--- src/rtl/imem_loader.sv ---
// imem_loader: packs a little-endian byte stream into 32-bit words and writes
// them to consecutive word addresses of the instruction memory, holding the
// CPU while a session is in progress.
//
// Session byte stream: one count byte N (0 means 256, clamped to DEPTH),
// then 4*N data bytes, then (checksum build only) one XOR checksum byte.
//
// Optional feature macro: IMEM_LOADER_CHECKSUM_EN (adds CHK state and err).
//
// Ports:
//   clk       in   clock, rising edge
//   rst       in   synchronous reset, active-high
//   start     in   one-cycle pulse, begins a session from IDLE
//   in_valid  in   in_data holds a valid byte
//   in_data   in   [7:0] stream byte
//   in_ready  out  byte accepted this cycle when in_valid is also 1
//   im_we     out  one-cycle write pulse per word
//   im_waddr  out  [31:0] byte address of the write (word aligned)
//   im_wdata  out  [31:0] word to write
//   busy      out  session in progress
//   done      out  sticky, last session completed
//   cpu_hold  out  hold the CPU in reset while 1
//   err       out  sticky checksum error (0 without the checksum feature)
module imem_loader #(
  parameter int unsigned DEPTH     = 256,
  parameter logic [31:0] BASE_ADDR = 32'h0000_0000
) (
  input  logic        clk,
  input  logic        rst,
  input  logic        start,
  input  logic        in_valid,
  input  logic [7:0]  in_data,
  output logic        in_ready,
  output logic        im_we,
  output logic [31:0] im_waddr,
  output logic [31:0] im_wdata,
  output logic        busy,
  output logic        done,
  output logic        cpu_hold,
  output logic        err
);

  localparam int unsigned   IDX_W   = 9;
  localparam logic [IDX_W-1:0] DEPTH_N = IDX_W'(DEPTH);

  typedef enum logic [2:0] {
    S_IDLE,
    S_COUNT,
    S_DATA,
    S_WRITE,
    S_FINISH
`ifdef IMEM_LOADER_CHECKSUM_EN
    , S_CHK
`endif
  } state_e;

  state_e state_q, state_d;

  logic             in_ready_q, in_ready_d;
  logic             im_we_q, im_we_d;
  logic [31:0]      im_waddr_q, im_waddr_d;
  logic [31:0]      im_wdata_q, im_wdata_d;
  logic             busy_q, busy_d;
  logic             done_q, done_d;
  logic             cpu_hold_q, cpu_hold_d;
  logic [IDX_W-1:0] n_q, n_d;
  logic [IDX_W-1:0] word_idx_q, word_idx_d;
  logic [1:0]       byte_idx_q, byte_idx_d;
  logic [31:0]      asm_q, asm_d;
`ifdef IMEM_LOADER_CHECKSUM_EN
  logic             err_q, err_d;
  logic [7:0]       chk_q, chk_d;
`endif

  logic             xfer_c;
  logic [IDX_W-1:0] cnt_c;
  logic             last_word_c;

  assign xfer_c      = in_valid & in_ready_q;
  // A count byte of zero encodes 256 words.
  assign cnt_c       = (in_data == 8'd0) ? 9'd256 : {1'b0, in_data};
  assign last_word_c = ((word_idx_q + 9'd1) == n_q);

  // State register
  always_ff @(posedge clk) begin
    if (rst) state_q <= S_IDLE;
    else     state_q <= state_d;
  end

  // Next-state logic
  always_comb begin
    state_d = state_q;
    case (state_q)
      S_IDLE:   if (start) state_d = S_COUNT;
      S_COUNT:  if (xfer_c) state_d = S_DATA;
      S_DATA:   if (xfer_c && (byte_idx_q == 2'd3)) state_d = S_WRITE;
      S_WRITE: begin
        if (last_word_c) begin
`ifdef IMEM_LOADER_CHECKSUM_EN
          state_d = S_CHK;
`else
          state_d = S_FINISH;
`endif
        end else begin
          state_d = S_DATA;
        end
      end
`ifdef IMEM_LOADER_CHECKSUM_EN
      S_CHK:    if (xfer_c) state_d = S_FINISH;
`endif
      S_FINISH: state_d = S_IDLE;
      default:  state_d = S_IDLE;
    endcase
  end

  // Output / datapath next values; outputs are registered from the next state
  always_comb begin
    in_ready_d = 1'b0;
    im_we_d    = 1'b0;
    im_waddr_d = im_waddr_q;
    im_wdata_d = im_wdata_q;
    busy_d     = (state_d != S_IDLE) && (state_d != S_FINISH);
    cpu_hold_d = (state_d != S_IDLE) && (state_d != S_FINISH);
    done_d     = done_q;
    n_d        = n_q;
    word_idx_d = word_idx_q;
    byte_idx_d = byte_idx_q;
    asm_d      = asm_q;
`ifdef IMEM_LOADER_CHECKSUM_EN
    err_d      = err_q;
    chk_d      = chk_q;
    in_ready_d = (state_d == S_COUNT) || (state_d == S_DATA) || (state_d == S_CHK);
`else
    in_ready_d = (state_d == S_COUNT) || (state_d == S_DATA);
`endif

    case (state_q)
      S_IDLE: begin
        if (start) begin
          done_d     = 1'b0;
          word_idx_d = '0;
          byte_idx_d = '0;
`ifdef IMEM_LOADER_CHECKSUM_EN
          err_d      = 1'b0;
          chk_d      = '0;
`endif
        end
      end
      S_COUNT: begin
        if (xfer_c) n_d = (cnt_c > DEPTH_N) ? DEPTH_N : cnt_c;
      end
      S_DATA: begin
        if (xfer_c) begin
          asm_d[{byte_idx_q, 3'b000} +: 8] = in_data;
          byte_idx_d = byte_idx_q + 2'd1;
`ifdef IMEM_LOADER_CHECKSUM_EN
          chk_d      = chk_q ^ in_data;
`endif
          // Last byte goes straight into the write register alongside asm_q.
          if (byte_idx_q == 2'd3) begin
            im_we_d    = 1'b1;
            im_waddr_d = BASE_ADDR + {21'd0, word_idx_q, 2'b00};
            im_wdata_d = {in_data, asm_q[23:0]};
          end
        end
      end
      S_WRITE: begin
        word_idx_d = word_idx_q + 9'd1;
        byte_idx_d = '0;
      end
`ifdef IMEM_LOADER_CHECKSUM_EN
      S_CHK: begin
        if (xfer_c && (in_data != chk_q)) err_d = 1'b1;
      end
`endif
      default: ;
    endcase

    if (state_d == S_FINISH) done_d = 1'b1;
  end

  // Output and datapath registers
  always_ff @(posedge clk) begin
    if (rst) begin
      in_ready_q <= 1'b0;
      im_we_q    <= 1'b0;
      im_waddr_q <= '0;
      im_wdata_q <= '0;
      busy_q     <= 1'b0;
      done_q     <= 1'b0;
      cpu_hold_q <= 1'b0;
      n_q        <= '0;
      word_idx_q <= '0;
      byte_idx_q <= '0;
      asm_q      <= '0;
`ifdef IMEM_LOADER_CHECKSUM_EN
      err_q      <= 1'b0;
      chk_q      <= '0;
`endif
    end else begin
      in_ready_q <= in_ready_d;
      im_we_q    <= im_we_d;
      im_waddr_q <= im_waddr_d;
      im_wdata_q <= im_wdata_d;
      busy_q     <= busy_d;
      done_q     <= done_d;
      cpu_hold_q <= cpu_hold_d;
      n_q        <= n_d;
      word_idx_q <= word_idx_d;
      byte_idx_q <= byte_idx_d;
      asm_q      <= asm_d;
`ifdef IMEM_LOADER_CHECKSUM_EN
      err_q      <= err_d;
      chk_q      <= chk_d;
`endif
    end
  end

  assign in_ready = in_ready_q;
  assign im_we    = im_we_q;
  assign im_waddr = im_waddr_q;
  assign im_wdata = im_wdata_q;
  assign busy     = busy_q;
  assign done     = done_q;
  assign cpu_hold = cpu_hold_q;
`ifdef IMEM_LOADER_CHECKSUM_EN
  assign err      = err_q;
`else
  assign err      = 1'b0;
`endif

endmodule

--- config.mk ---
export PLATFORM = sky130hd
export DESIGN_NAME = imem_loader
export DESIGN_NICKNAME = d
export VERILOG_FILES = /design/src/rtl/imem_loader.sv
export SDC_FILE = /design/constraint.sdc
export NUM_CORES = 1
export LEC_CHECK = 0
export ABC_AREA = 1
export CAP_MARGIN = 30
export CORE_MARGIN = 2
export CORE_UTILIZATION = 47
export CTS_BUF_LIST = sky130_fd_sc_hd__clkbuf_4 sky130_fd_sc_hd__clkbuf_8
export DETAILED_ROUTE_END_ITERATION = 6
export PLACE_DENSITY = 0.76
export SYNTH_ARGS = -nofsm -noshare
export SYNTH_HDL_FRONTEND = slang
export SYNTH_SLANG_ARGS = --single-unit
export TNS_END_PERCENT = 20
--- constraint.sdc ---
create_clock -name clk -period 3.29 [get_ports clk]
set_clock_uncertainty 0.2 [all_clocks]
set_input_delay 0.4935 -clock clk [delete_from_list [all_inputs] [get_ports clk]]
set_output_delay 0.4935 -clock clk [all_outputs]
set_load 0.05 [all_outputs]
==> flow_summary.json, run 1 <==
{
  "cts_root_buf": "clkbuf_8",
  "async_flop_share_pct": 0,
  "finalSetupTns_ps": 0,
  "grt_max_degree": 47,
  "final_area_mm2": 0.00479,
  "ys_ff_latch": 92,
  "fin_cells": 680,
  "cts_num_sinks": 92,
  "row_count": 33,
  "switching_power_mw": 0.548,
  "ys_seq_area_share_pct": 45.8,
  "max_freq_mhz": 430,
  "ff2ff_path_depth": 7,
  "final_nets": 588,
  "core_area_mm2": 0.00826,
  "r2r_end": "asm_q[2]",
  "critical_path.max_fanout": 46,
  "remaining_drc_errors": 0,
  "synth_area_leaders": "dfxtp_1, a21oi_1, o21ai_0",
  "io_buffer_count": 57,
  "r2r_start": "byte_idx_q[0]",
  "initial_core_util_pct": 48.7,
  "synth_top_area_share_pct": 45.8,
  "setup_viol": 0,
  "n_antenna_cell": 0,
  "slew_violations": 0,
  "power_frac_seq_pct": 53.2,
  "cp-start-kind": "primary input",
  "antenna_found_initial": 0,
  "critPathCaptureType": "flop",
  "synth_ff_type": "dfxtp_1",
  "critical_path.endpoint": "im_waddr[8]",
  "yosys-top-cells-count": "dfxtp_1, a21oi_1, nor2_1, nand2_1, o21ai_0",
  "finalPower_mw": 2.12,
  "gp_congestion": 0.896,
  "cellPowerDensity_mw_per_mm2": 442,
  "fillCellCount": 784,
  "firstDrtPassIters": 4,
  "track_usage_pct": 21.1,
  "dieHeight_um": 96.5,
  "num_vias": 3491,
  "fin_crit_sh_pct": 70.6,
  "switching_share_pct": 25.9,
  "worst_skew_pair.late_latency_ps": 360,
  "dp_hpwl_mm": 6.71,
  "placed_area_mm2": 0.00458,
  "syn_to_final_growth_pct": 19.2,
  "cts_max_level": 3,
  "leakagePower_nw": 1.86,
  "hold_buffers": 0,
  "ant_nets": 0,
  "tritoncts": "built",
  "status": "completed",
  "maxCapViolCount": 0,
  "crit_path_frequent_cell": "nor2_1",
  "period_minus_slack_ps": 2320,
  "dp.cells": 664,
  "slew_headroom_pct": 50.9,
  "crit_start": "in_valid",
  "rsz0062_at_grt": "false",
  "hold_ws_ps": 257,
  "grt_overflow": 0,
  "synth.cell_area_mm2": 0.00402,
  "cp_cell_sequence": "clkdlybuf4s50_1 -> nand2_1 -> nor2_4 -> nand2_2 -> inv_2 -> buf_4 -> nor2_1 -> nor2_1",
  "dp_slack_ps": 610,
  "critPathRequiredTime_ps": 3390,
  "wirelength_mm": 9.40,
  "ys_types": 32,
  "p_int_mw": 1.57,
  "max_stage_delay_ps": 510,
  "tightest_slew_ps": 734,
  "post-synth-top-count-cell": "dfxtp_1",
  "grt_pass1_wl_mm": 15.1,
  "hold_viol": 0,
  "setup_ws_ps": 966,
  "syn_area_per_cell_um2": 7.73,
  "post_drt_wl_per_cell_um": 13.8,
  "power_frac_clock_pct": 37.9,
  "post-cts-setup-buffers": 0,
  "min_path_type": "flop to flop",
  "cts_buffers": 9,
  "cp_slowest_cell": "clkdlybuf4s50_1",
  "post_cts_resized": 0,
  "synth_top_area_cell": "dfxtp_1",
  "worst_ir_drop_vdd_uv": 244,
  "grt_pass1_vias": 3248,
  "cts.clk_slew.worst_paths_ps": 90,
  "clock_path_buffers": 2,
  "synth_warnings": 0,
  "io_pins": 82,
  "layout-drive-gt1-share_pct": 10.4,
  "dieArea_mm2": 0.00931,
  "pwr-share-comb_pct": 8.9,
  "arrival_ps": 2430,
  "die_width_um": 96.5,
  "r2r_slack_ps": 1060,
  "drt_iter0_markers": 234,
  "criticalPathCategory": "primary input to flop",
  "fin_util_pct": 58.0,
  "synth_cells": 520,
  "synth_edf_count": 0,
  "via_per_inst": 5.13
}
[cells by family after synthesis]
kind of cell / count (synthesis) / share of synthesized area [%]
AND/OR/NAND/NOR: 197 / 24.0
XOR/XNOR: 2 / 0.436
adder cells (fa/ha/maj): 6 / 1.87
flip-flops: 92 / 45.8
buffers and inverters: 93 / 11.2
AO/OA/AOI/OAI: 129 / 16.6
other: 1 / 0.0933
[critical path: cells and delay by family]
| family | cells | cell delay, ps |
|---|---|---|
| buf+inv | 3 | 1300 |
| simple gates | 5 | 620 |
[power by group through the flow]
stage	clock network [mW]	logic, mW	registers (mW)
after detailed placement	0	0.187	1.15
after floorplan	0	0.152	1.16
after CTS	0.806	0.187	1.13
final	0.803	0.188	1.13
after global placement	0	0.185	1.15
after global routing	0.857	0.203	1.13
[state kept, by name (all words and copies together), names as in the netlist]
name / flops
im_wdata: 32
asm_q: 24
im_waddr: 9
n_q: 9
word_idx_q: 9
state_q: 3
byte_idx_q: 2
cpu_hold: 1
done: 1
im_we: 1
in_ready: 1
[worst min path at each step]
| stage | start | to | cells past startpoint |
|---|---|---|---|
| finish | asm_q[6] | asm_q[6] | 2 |
| global route | asm_q[2] | asm_q[2] | 2 |
| detailed placement | asm_q[6] | asm_q[6] | 2 |
| floorplan | asm_q[3] | asm_q[3] | 2 |
| CTS | asm_q[2] | asm_q[2] | 2 |
| global placement | asm_q[1] | asm_q[1] | 2 |
[per-layer routing]
metal	global-route usage, %	share of wire [%]
met4	8.57	1.2
met1	28.8	46
met3	3.96	6.9
met5	0	0
met2	32.9	46
[cell type report]
| class | count | area [µm²] | share of cell area [%] |
|---|---|---|---|
| flip-flops and latches | 92 | 1840 | 38.4 |
| multi-input cells | 358 | 1810 | 37.8 |
| repair buffers | 64 | 623 | 13.0 |
| inverters | 45 | 169 | 3.52 |
| clock buffers | 12 | 159 | 3.32 |
| well taps | 105 | 131 | 2.74 |
| clock inverters | 4 | 55.1 | 1.15 |
[layout by cell type, fill, tap and decap left out]
cell and instances:
nand3_2 4, nand2_2 16, xor2_1 1, inv_1 42
clkbuf_4 1, nor4_1 2, nor2_2 5, a22oi_1 1
bufinv_16 1, nor3_2 1, clkbuf_8 11, o21ai_0 56
nor2_8 1, conb_1 24, a211o_1 1, ha_1 6
a21oi_1 67, nand3_1 26, a31oi_1 1, clkinv_4 1
inv_6 1, o21bai_2 1, inv_2 3, a211oi_1 1
clkinvlp_4 1, nor2_4 4, nand4_1 18, o21ai_2 1
nor2_1 59, nand2_1 58, nor3_1 2, xnor2_1 1
buf_4 7, nor4b_2 1, dfxtp_1 92, clkdlybuf4s50_1 57
(Power assumes the default switching activity.)
==> run 2: changes to the inputs <==
Settings changed: PLACE_DENSITY 0.76 to 0.79.
Clock period 3.29 ns to 2 ns, I/O delays scaled along.
==> run 2 against run 1 <==
Effect of this change: setup slack worse by 840 ps; final cell count increased by 2.4%; global-route usage decreased by 0.55 points; first-iteration DRC count is 5.6% higher; clock power grew 58%; highest routed layer unchanged; critical path depth increased by 4; total power increased by 63%; sequential power increased by 64%; critical path type is now flop to flop; critical endpoint is now in_ready; routed wire length down 1.9%; design area rose by 1.1%; hold slack gained 8.9 ps; die area did not move.
==> flow_summary.json, run 2 (synthesized netlist as in run 1, its figures left out) <==
{
  "cts_max_level": 3,
  "grt_max_degree": 43,
  "ant_nets": 0,
  "placed_area_mm2": 0.00462,
  "criticalPathCategory": "flop to flop",
  "leakagePower_nw": 2.06,
  "hold_path_startpoint": "asm_q[23]",
  "rsz0062_at_grt": "false",
  "ff2ff_path_depth": 12,
  "final_nets": 604,
  "final_area_mm2": 0.00484,
  "grt_pass1_vias": 3147,
  "hold_viol": 0,
  "initial_core_util_pct": 48.7,
  "status": "completed",
  "tightest_slew_ps": 499,
  "seq_area_mm2": 0.00184,
  "largest_reg_flops": 32,
  "cts_buffers": 9,
  "critical_path.max_fanout": 4,
  "post_drt_wl_per_cell_um": 13.3,
  "r2r_start": "word_idx_q[0]",
  "cellPowerDensity_mw_per_mm2": 711,
  "row_count": 33,
  "tritoncts": "built",
  "grt_overflow": 0,
  "grt_pass1_wl_mm": 14.8,
  "cts.clk_slew.worst_paths_ps": 90,
  "multi_input_area_mm2": 0.00183,
  "cts_num_sinks": 92,
  "min_path_type": "flop to flop",
  "route.met2.wl_mm": 4.22,
  "gp_congestion": 0.853,
  "r2r_slack_ps": 130,
  "top_layer": "met4",
  "num_vias": 3594,
  "fin_crit_sh_pct": 93.6,
  "maxCapViolCount": 0,
  "max_freq_mhz": 534,
  "dp_hpwl_mm": 6.72,
  "die_width_um": 96.5,
  "remaining_drc_errors": 0,
  "layout_commonest_cell": "dfxtp_1",
  "critPathCaptureType": "flop",
  "io_buffer_count": 57,
  "via_per_inst": 5.16,
  "finalSetupTns_ps": 0,
  "clock_path_buffers": 2,
  "routed-wl-met3_um": 655,
  "critPathRequiredTime_ps": 2060,
  "antenna_found_initial": 0,
  "drt-met1-wl_mm": 4.20,
  "firstDrtPassIters": 5,
  "dieHeight_um": 96.5,
  "slew_headroom_pct": 66.7,
  "slew_violations": 0,
  "cts_root_buf": "clkbuf_8",
  "hold_depth": 2,
  "wirelength_mm": 9.22,
  "layout-drive-gt1-share_pct": 20.3,
  "r2r_end": "in_ready",
  "track_usage_pct": 20.5,
  "cp-start-kind": "flop",
  "worst_ir_drop_vdd_uv": 374,
  "min_to": "asm_q[23]",
  "io_pins": 82,
  "fillCellCount": 753,
  "arrival_ps": 1940,
  "syn_to_final_growth_pct": 20.5,
  "setup_viol": 0,
  "period_minus_slack_ps": 1870,
  "n_antenna_cell": 0,
  "core_area_mm2": 0.00826,
  "crit_start": "word_idx_q[0]",
  "mostFrequentLayoutCells": "dfxtp_1, a21oi_1, buf_4",
  "drt_iter0_markers": 247,
  "worst_skew_pair.late_latency_ps": 360,
  "dieArea_mm2": 0.00931
}
[run 2: final cells by class]
class                           count  area share (%)
Clock buffer                       10            2.71
Sequential cell                    92            38.1
Tap cell                          105            2.71
Timing Repair Buffer               80            13.7
Clock inverter                      6            1.50
Inverter                           45            3.49
Multi-Input combinational cell    358            37.8
[run 2: report_power, final]
| group | internal, mW | switching, mW |
|---|---|---|
| registers | 1.85 | 0.00844 |
| logic | 0.0776 | 0.240 |
| clock network | 0.605 | 0.670 |
| total | 2.53 | 0.919 |
[run 2: repair_timing]
item / in CTS / in global routing
pin swaps: 0 / 2
resized for setup: 5 / 6
hold buffers: 0 / 0
setup buffers: 0 / 1
endpoints found under the hold margin: 0 / 0
endpoints found under the setup margin: 5 / 8
[run 2: worst max path at each step]
stage | endpoint | slack, ps | cells after the start
final | in_ready | 130 | 12
after global routing | cpu_hold | 2 | 12
after CTS | im_we | 20 | 1
after detailed placement | asm_q[0] | -140 | 7
after global placement | asm_q[2] | -60 | 7
after floorplan | asm_q[5] | 100 | 6
[run 2: per-stage QoR]
stage	util, %	hold slack (ps)	worst slack (ps)	total power [mW]	cells
final	58.7	266	128	3.45	696
after floorplan	-	228	99.2	2.16	543
after detailed placement	55.9	251	-140	2.21	679
after CTS	58.3	265	24.3	3.47	695
after global routing	58.7	287	1.92	3.57	696
after global placement	55.9	245	-59.6	2.21	679
[run 2: worst max-delay path: stages, from the launching register on]
cell     delay [ps]
dfxtp_1         390
ha_4            170
nand2_2          90
nor2_4          120
nand3_1         130
nand3_1         170
nand2_2          80
nor2_4           90
nand3_2          80
nand2_2          70
nand3_2          70
nand2_2          70
nor2_2           30
[run 2: routing by layer]
layer  global-route usage [%]  vias to the layer above
li1                         -                     1805
met1                     27.9                     1636
met2                     31.9                      137
met3                     4.89                       16
met4                     7.39                        0
met5                        0                        -
